===== src/rtl/serial_rx_pkg.sv =====
`default_nettype none
// +----------------------------------------------------------------------+
// | serial_rx_pkg                                                        |
// | Shared types and constants for the triplicated serial receiver.      |
// | Contents: state_t (IDLE/SHIFT/HOLD), DEFAULT_WIDTH, count_width().   |
// | Revision: 1.0 - initial release                                      |
// +----------------------------------------------------------------------+
package serial_rx_pkg;

  typedef enum logic [1:0] {
    IDLE  = 2'b00,
    SHIFT = 2'b01,
    HOLD  = 2'b10
  } state_t;

  localparam int DEFAULT_WIDTH = 128;

  // Counter must be able to represent 0..WIDTH inclusive.
  function automatic int count_width(input int width);
    return $clog2(width + 1);
  endfunction

endpackage
`default_nettype wire


===== src/rtl/serial_rx_core.sv =====
`default_nettype none
// +----------------------------------------------------------------------+
// | serial_rx_core                                                       |
// | One receiver copy: FSM, bit counter, shift register, sticky flags.   |
// | Inputs : clk, rst, serial_in, serial_valid, start, msb_first,        |
// |          out_ready, clr_err                                          |
// | Outputs: state, count, data, dir, overrun, frame_err (raw state,     |
// |          voted and compared by the parent)                           |
// | Revision: 1.0 - initial release                                      |
// +----------------------------------------------------------------------+
module serial_rx_core
  import serial_rx_pkg::*;
#(
  parameter  int WIDTH = DEFAULT_WIDTH,
  localparam int CW    = count_width(WIDTH)
) (
  input  logic             clk,
  input  logic             rst,
  input  logic             serial_in,
  input  logic             serial_valid,
  input  logic             start,
  input  logic             msb_first,
  input  logic             out_ready,
  input  logic             clr_err,
  output state_t           state,
  output logic [CW-1:0]    count,
  output logic [WIDTH-1:0] data,
  output logic             dir,
  output logic             overrun,
  output logic             frame_err
);

  logic          take;
  logic [CW-1:0] count_inc;
  logic          last;

  assign take      = serial_valid & start;
  assign count_inc = count + 1'b1;
  assign last      = (count_inc == CW'(WIDTH));

  // LSB-first enters at the top and moves right; MSB-first enters at bit 0
  // and moves left, so the first bit ends up at data[0] / data[WIDTH-1].
  function automatic logic [WIDTH-1:0] shift_in(input logic [WIDTH-1:0] cur,
                                                input logic b,
                                                input logic msb);
    if (msb) return {cur[WIDTH-2:0], b};
    else     return {b, cur[WIDTH-1:1]};
  endfunction

  always_ff @(posedge clk) begin
    if (rst) begin
      state     <= IDLE;
      count     <= '0;
      data      <= '0;
      dir       <= 1'b0;
      overrun   <= 1'b0;
      frame_err <= 1'b0;
    end else begin
      // Clear first so a same-cycle set below takes priority.
      if (clr_err) begin
        overrun   <= 1'b0;
        frame_err <= 1'b0;
      end
      case (state)
        IDLE: begin
          if (take) begin
            data  <= shift_in(data, serial_in, msb_first);
            count <= CW'(1);
            dir   <= msb_first;
            state <= SHIFT;
          end
        end
        SHIFT: begin
          if (take) begin
            data      <= shift_in(data, serial_in, msb_first);
            count     <= CW'(1);
            dir       <= msb_first;
            frame_err <= 1'b1;
          end else if (serial_valid) begin
            data <= shift_in(data, serial_in, dir);
            if (last) begin
              count <= '0;
              state <= HOLD;
            end else begin
              count <= count_inc;
            end
          end
        end
        HOLD: begin
          if (out_ready) begin
            // Word is released this cycle; a coincident start opens the next frame.
            if (take) begin
              data  <= shift_in(data, serial_in, msb_first);
              count <= CW'(1);
              dir   <= msb_first;
              state <= SHIFT;
            end else begin
              state <= IDLE;
            end
          end else if (take) begin
            overrun <= 1'b1;
          end
        end
        default: state <= IDLE;
      endcase
    end
  end

endmodule
`default_nettype wire


===== src/rtl/serial_receiver_tmr.sv =====
`default_nettype none
// +----------------------------------------------------------------------+
// | serial_receiver_tmr                                                  |
// | Triple-modular-redundant serial-to-parallel receiver.                |
// | Inputs : clk, rst, serial_in, serial_valid, start, msb_first,        |
// |          out_ready, clr_err                                          |
// | Outputs: parallel_out, out_valid, busy, overrun, frame_err (2-of-3   |
// |          voted), mismatch (any copy disagrees on any state bit)      |
// | Revision: 1.0 - initial release                                      |
// +----------------------------------------------------------------------+
module serial_receiver_tmr
  import serial_rx_pkg::*;
#(
  parameter  int WIDTH = DEFAULT_WIDTH,
  localparam int CW    = count_width(WIDTH)
) (
  input  logic             clk,
  input  logic             rst,
  input  logic             serial_in,
  input  logic             serial_valid,
  input  logic             start,
  input  logic             msb_first,
  input  logic             out_ready,
  input  logic             clr_err,
  output logic [WIDTH-1:0] parallel_out,
  output logic             out_valid,
  output logic             busy,
  output logic             overrun,
  output logic             frame_err,
  output logic             mismatch
);

  localparam int SW = 2 + CW + WIDTH + 3;

  state_t           st   [3];
  logic [CW-1:0]    cnt  [3];
  logic [WIDTH-1:0] dat  [3];
  logic             dir  [3];
  logic             ovr  [3];
  logic             ferr [3];
  logic [SW-1:0]    snap [3];
  logic             hold_q  [3];
  logic             shift_q [3];

  serial_rx_core #(.WIDTH(WIDTH)) u_core0 (
    .clk(clk), .rst(rst), .serial_in(serial_in), .serial_valid(serial_valid),
    .start(start), .msb_first(msb_first), .out_ready(out_ready), .clr_err(clr_err),
    .state(st[0]), .count(cnt[0]), .data(dat[0]), .dir(dir[0]),
    .overrun(ovr[0]), .frame_err(ferr[0])
  );

  serial_rx_core #(.WIDTH(WIDTH)) u_core1 (
    .clk(clk), .rst(rst), .serial_in(serial_in), .serial_valid(serial_valid),
    .start(start), .msb_first(msb_first), .out_ready(out_ready), .clr_err(clr_err),
    .state(st[1]), .count(cnt[1]), .data(dat[1]), .dir(dir[1]),
    .overrun(ovr[1]), .frame_err(ferr[1])
  );

  serial_rx_core #(.WIDTH(WIDTH)) u_core2 (
    .clk(clk), .rst(rst), .serial_in(serial_in), .serial_valid(serial_valid),
    .start(start), .msb_first(msb_first), .out_ready(out_ready), .clr_err(clr_err),
    .state(st[2]), .count(cnt[2]), .data(dat[2]), .dir(dir[2]),
    .overrun(ovr[2]), .frame_err(ferr[2])
  );

  function automatic logic [WIDTH-1:0] vote_w(input logic [WIDTH-1:0] a,
                                              input logic [WIDTH-1:0] b,
                                              input logic [WIDTH-1:0] c);
    return (a & b) | (a & c) | (b & c);
  endfunction

  function automatic logic vote1(input logic a, input logic b, input logic c);
    return (a & b) | (a & c) | (b & c);
  endfunction

  // Per-copy decoded status and a flat snapshot of every state bit.
  for (genvar i = 0; i < 3; i++) begin : g_copy
    assign hold_q[i]  = (st[i] == HOLD);
    assign shift_q[i] = (st[i] == SHIFT);
    assign snap[i]    = {st[i], cnt[i], dat[i], dir[i], ovr[i], ferr[i]};
  end

  assign parallel_out = vote_w(dat[0], dat[1], dat[2]);
  assign out_valid    = vote1(hold_q[0],  hold_q[1],  hold_q[2]);
  assign busy         = vote1(shift_q[0], shift_q[1], shift_q[2]);
  assign overrun      = vote1(ovr[0],  ovr[1],  ovr[2]);
  assign frame_err    = vote1(ferr[0], ferr[1], ferr[2]);

  assign mismatch = (snap[0] != snap[1]) | (snap[1] != snap[2]) | (snap[0] != snap[2]);

endmodule
`default_nettype wire


===== config.mk =====
export PLATFORM = sky130hd
export DESIGN_NAME = serial_receiver_tmr
export DESIGN_NICKNAME = d
export VERILOG_FILES = /design/src/rtl/serial_rx_pkg.sv /design/src/rtl/serial_rx_core.sv /design/src/rtl/serial_receiver_tmr.sv
export SDC_FILE = /design/constraint.sdc
export NUM_CORES = 2
export LEC_CHECK = 0
export CORE_MARGIN = 10
export CORE_UTILIZATION = 48
export CTS_BUF_LIST = sky130_fd_sc_hd__clkbuf_16
export DETAILED_ROUTE_END_ITERATION = 7
export HOLD_SLACK_MARGIN = 0.08
export PLACE_DENSITY = 0.7
export SKIP_LAST_GASP = 1
export SYNTH_ARGS = -nofsm -noshare
export SYNTH_HDL_FRONTEND = slang
export SYNTH_HIERARCHICAL = 1
export SYNTH_SLANG_ARGS = --single-unit

===== constraint.sdc =====
create_clock -name clk -period 2.4 [get_ports clk]
set_clock_uncertainty 0.05 [all_clocks]
set_input_delay 0.48 -clock clk [delete_from_list [all_inputs] [get_ports clk]]
set_output_delay 0.48 -clock clk [all_outputs]
set_load 0.05 [all_outputs]

== Word-level counts from Yosys, hierarchy flattened ==
Cells that the tools add are included.
Operators by class
  add/subtract/negate cells: 3
  equal/unequal tests: 30
  multiplexer cells: 84
  bitwise logic cells: 28
  reductions and logical operators: 21
Operator list (count)
  2-to-1 mux 128 bit: 18
  one-hot mux 128 bit (3 select lines): 3
  != test 141 bit: 3
  AND 128 bit: 3
  bitwise OR 128 bit: 2
  2-to-1 mux 8 bit: 15
  one-hot mux 8 bit (3 select lines): 3
  2-to-1 mux 1 bit: 28
  adder 8 x 1 -> 8 bit, second input constant: 3
  equality test 8 bit, second input constant: 3
  2-to-1 mux 2 bit: 11
  != test 2 bit, second input constant: 11
  one-hot mux 2 bit (3 select lines): 3
  AND reduction 5 bit: 3
  AND 1 bit: 13
  bitwise OR 1 bit: 10
  != test 3 x 2 -> 1 bit, second input constant: 3
  AND reduction 3 bit: 3
  nonzero test 3 bit: 3
  != test 2 x 1 -> 1 bit, second input constant: 4
  equality test 2 x 1 -> 1 bit, second input constant: 3
  equality test 2 bit, second input constant: 3
  zero test 2 bit: 3
  one-hot mux 1 bit (2 select lines): 3
  other kinds (3): 9
Word-level totals
  flip-flop bits (word level): 423
  input bits: 8
  output and inout port bits: 133
  logic and storage cells: 184

== Longest topological paths before layout ==
  word-level depth: 6
  depth in mapped cells: 7
  gate-level depth less buffers: 6

== By module ==
Netlist, hierarchy kept.
By module, submodules not included
  serial_rx_core: times used 3, cells an instance 829, area each 7050.5 sq um, sequential area each 2822.7 sq um
  serial_receiver_tmr: times used 1, cells an instance 711, area each 6900.4 sq um, sequential area each 0.0 sq um

== Least setup slack after synthesis ==
Ideal clock, no wire load.
  path type: register -> output
  start point: register u_core1.data[19]
  end point: output port mismatch
  data arrival time: 2284 ps
  data required time: 1870 ps
  slack: -414 ps
  stages on the path, launching flop included: 7
  path buffers: 0
  cells stage by stage: dfxtp_1 ha_1 nor4_2 o2111ai_1 or4_1 nor4_1 nand4_1
Between the ends
  cells in the longest elaborated chain, start to end: 3
  elaborated cells on any way between the ends: 4
  those cells by class: eq/ne (2); bitwise (2)
Ends and longest elaborated chain
  from (decl): RTL line serial_rx_core.sv:27  | output logic [WIDTH-1:0] data,
  from (signal assigned): RTL line serial_rx_core.sv:67  | data <= shift_in(data, serial_in, msb_first);
  from (signal assigned): RTL line serial_rx_core.sv:75  | data <= shift_in(data, serial_in, msb_first);
  from (signal assigned): RTL line serial_rx_core.sv:80  | data <= shift_in(data, serial_in, dir);
  != test 141 bit: RTL line serial_receiver_tmr.sv:89  | assign mismatch = (snap[0] != snap[1]) | (snap[1] != snap[2]) | (snap[0] != snap[2]);
  bitwise OR 1 bit (*) (2 in a row): RTL line serial_receiver_tmr.sv:89
  to (decl): RTL line serial_receiver_tmr.sv:30  | output logic mismatch
Mark *: on every way between the ends. The rest lies on a longest branch, timed or not.

== Worst setup path in the final report ==
  start point: register u_core0.data[17]
  end point: output port mismatch
Between the ends
  cells in the longest elaborated chain, start to end: 3
  elaborated cells on any way between the ends: 4
  those cells by class: eq/ne (2); bitwise (2)
Ends and longest elaborated chain (RTL line)
  from (decl): serial_rx_core.sv:27
  from (signal assigned): serial_rx_core.sv:67
  from (signal assigned): serial_rx_core.sv:75
  from (signal assigned): serial_rx_core.sv:80
  != test 141 bit: serial_receiver_tmr.sv:89
  bitwise OR 1 bit: serial_receiver_tmr.sv:89
  bitwise OR 1 bit (*): serial_receiver_tmr.sv:89
Marks and branches as above.

==> summary.md <==
| Metric | Value |
|---|---|
| Status | finished, violations left |
| Failing checks | negative setup slack |
| Area contributors post-synth | dfxtp_1 (30%), ha_1 (18%), a2111oi_1 (11%) |
| Die area | between 60000 and 70000 µm² |
| Routability cong. | ~0.97 |
| First-pass GRT wire length | 168200 µm |
| Post-synth ARST share | 0 |
| Origin of the critical flop-to-flop path | u_core1/state[0] |
| Fin nets | about 4300 |
| Fin. Hold Viols | 0 |
| Fillers | around 4600 |
| Dominant synthesized flop cell | dfxtp_1 |
| P_leak | about 17 nW |
| Hold_sp | rst |
| RSZ-0062 raised after global routing | true |
| Largest net degree at the start of global routing | between 70 and 80 |
| Sequential Power Share | 0.345 |
| PwrDens | slightly above 600 nW/µm² |
| #FFs+latches synth | about 420 |
| Starting density of the core | 0.4853 |
| Maximum net fanout on the critical path | 3 |
| Netlist cell types | slightly above 60 |
| Seq/Total Area, Yosys | 0.3019 |
| Internal Power | 15.18 mW |
| Yosys top cell area share | 0.3019 |
| Post-route ant nets | 0 |
| Hold Slack | between 0.3 and 0.4 ns |
| Logic pwr share | 0.347 |
| WHS Path Cells | 2 |
| Reg2Reg Capture Point | u_core1/data[119] |
| Clock Sinks | between 400 and 500 |
| Vias/cell | 6.490 |
| Port Buf Inserts | between 100 and 150 |
| # Max-Cap Violations | 0 |
| Psw | 8.107 mW |
| Post-synth EDFFs | 0 |
| Worst hold endpoint | u_core1/dir |
| Slew HR | 0.5680 |
| Worst Hold Class | in2reg |
| Initial antenna violation count | 2 |
| Commonest non-fill, non-tap cell in the layout | nor2_1 |
| Iter 0 DRT Violations | about 3500 |
| Final setup violation count | 2 |
| Post-Layout Cell Count | between 4000 and 5000 |
| Fraction of layout cells with a size suffix above 1 | 0.3049 |
| CP required | 1.87 ns |
| Largest area contributor in the synthesized netlist | dfxtp_1 |
| GRT Overall Usage | 0.3066 |
| Overflow after GRT | 0 |
| Synth-to-Final Area Change | 35.95% |
| Core ar. | roughly 58000 µm² |
| Worst vdd ir | approximately 0.53 mV |
| Yosys warns | 6 |
| Reg2Reg Depth | 7 |
| Final critical-path required period | approximately 3.8 ns |
| Root Driver | clkbuf_16 |
| TritonCTS clock tree | built |
| Max Slew Vio Count | 0 |
| Most frequent cells in the layout | nor2_1 (800), buf_4 (722), nor4_1 (449) |
| Worst-Margin Slew | approximately 0.64 ns |
| Clk network pwr share | 0.309 |
| H-tree Lvls | 2 |
| CP Class | reg2out |
| Crit start category | register |
| Core Util, Final | 0.6597 |
| Mapped Area | roughly 28000 µm² |
| Crit end category | primary output |
| Max Root-Sink Buffers | 3 |
| Switching Fraction | 0.3481 |
| Wirelength per Cell | around 23 µm |
| Total wire length | about 110000 µm |
| Syn_area_per_cell | between 8 and 9 µm² |
| CTS buffer count | 50 |
| N_diodes | 0 |
| Synth Net Count | between 3000 and 4000 |
| DRT Pass-1 Iters | 6 |
| R2R Setup Slk | 0 ns |
| Hold-fix buffers at CTS | 0 |
| Die height | 261.7 µm |
| DRC | 0 |
| Via count | 30230 |
| CTS clk-pin slew, worst paths | ~0.060 ns |
| Fmax | 260.4 MHz |
| CP arrival | 3.31 ns |
| Clk_lat worst skew | ~0.6 ns |
| Placed Cells | between 4000 and 5000 |
| I/O pins | ~140 |
| Cell count after synthesis | approximately 3200 |
| Final period util | 1.600 |
| # rows | 88 |
| Number of global-route vias before repair | roughly 30000 |
| Die width | about 260 µm |
| Detailed Place HPWL | between 80000 and 90000 µm |
| Final WS setup | -1.440 ns |
==> per-stage QoR <==
stage          instance area [µm²]  power, mW  TNS, ns  setup slack, ns
3_3_place_gp                 35400      15.37   -67.51           -1.212
2_1_floorplan                28060      11.82  -0.3664          -0.3664
6_report                     38140      23.29   -1.441           -1.440
3_5_place_dp                 35400      15.55   -87.75           -1.197
4_1_cts                      37550      22.96   -1.378           -1.375
5_1_grt                      38140      24.18   -1.589           -1.453
==> timing repair <==
action | 4_1_cts | 5_1_grt
buffers inserted | 1 | 1
setup endpoints to repair | 59 | 70
endpoints found under the hold margin | 0 | 0
resized for setup | 144 | 116
pin swaps | 9 | 30
cloned | 0 | 0
==> worst max path at each step <==
stage                     slack (ns)             start  endpoint
after floorplan                -0.37  u_core1/data[70]  mismatch
after CTS                      -1.37  u_core2/data[79]  mismatch
after global placement         -1.21  u_core0/data[81]  mismatch
final                          -1.44  u_core0/data[17]  mismatch
after global routing           -1.45  u_core2/data[99]  mismatch
after detailed placement       -1.20  u_core0/data[81]  mismatch
==> cell families (layout without fill, tap and decap cells) <==
logic type,after synthesis,count (layout),synth area share
buffers and inverters,321,1016,0.06784
and+or+nand+nor,1547,1547,0.2751
muxes,3,3,0.001071
AOI/OAI and AO/OA,501,501,0.1756
DFF,423,423,0.3019
xor gates and xnor gates,8,8,0.002498
adders and majority gates,395,395,0.1760
==> sequential cells by signal, indices dropped and copies added, names as in the netlist <==
register / cells
u_core0/frame_err: 1
u_core2/frame_err: 1
u_core2/state: 2
u_core0/count: 8
u_core1/frame_err: 1
u_core2/overrun: 1
u_core1/data: 128
u_core0/dir: 1
u_core0/state: 2
u_core1/overrun: 1
u_core2/dir: 1
u_core0/data: 128
u_core2/count: 8
u_core1/state: 2
u_core2/data: 128
u_core1/count: 8
u_core0/overrun: 1
u_core1/dir: 1
==> layer usage <==
metal | up-vias | global-route usage | routed length (µm) | share of wire
li1 | 13790 | - | - | -
met1 | 14470 | 0.3891 | 44090 | 0.40
met4 | 2 | 0.1408 | 5227 | 0.048
met2 | 1630 | 0.4976 | 49870 | 0.46
met5 | - | 0 | 17 | 0.00016
met3 | 334 | 0.05813 | 10050 | 0.092
==> worst max-delay path, stage by stage, from the launching register on <==
cell and delay [ns]:
dfxtp_1 0.33, ha_1 0.33, nor4_4 0.30, buf_4 0.18
nand4_1 0.18, or4_4 0.49, nor4_4 0.30, nand4_1 0.31
buf_6 0.27
==> synthesized netlist by cell type, types with 10 or more instances <==
cell / number
nand3_1: 14
buf_2: 162
o21ai_0: 16
or3_1: 133
nand2_1: 15
a211oi_1: 10
buf_6: 48
ha_1: 393
and3_1: 12
nor2_1: 800
a2111oi_2: 48
dfxtp_1: 423
buf_4: 36
a2111oi_0: 12
a21oi_1: 25
clkbuf_1: 63
nor2b_1: 12
nor4_1: 484
nand4_1: 25
a2111oi_1: 321
==> power by group through the flow <==
stage	clock [mW]	combinational [mW]	sequential, mW
after floorplan	0	3.54	8.29
after global placement	0	7.26	8.11
after detailed placement	0	7.40	8.15
after CTS	7.25	7.70	8.00
after global routing	7.54	8.56	8.08
final	7.19	8.07	8.03
==> cell type report <==
class	count	area (µm²)	share of cell area
sequential	423	8498	0.2228
inverter	9	33.78	0.0008859
tap	765	957.2	0.02510
clock buffer	51	1276	0.03347
timing repair buffer	919	8602	0.2256
clock inverter	37	203.9	0.005348
multi-input combinational	2454	18560	0.4868
No activity file was read; power rests on OpenSTA's default activity.
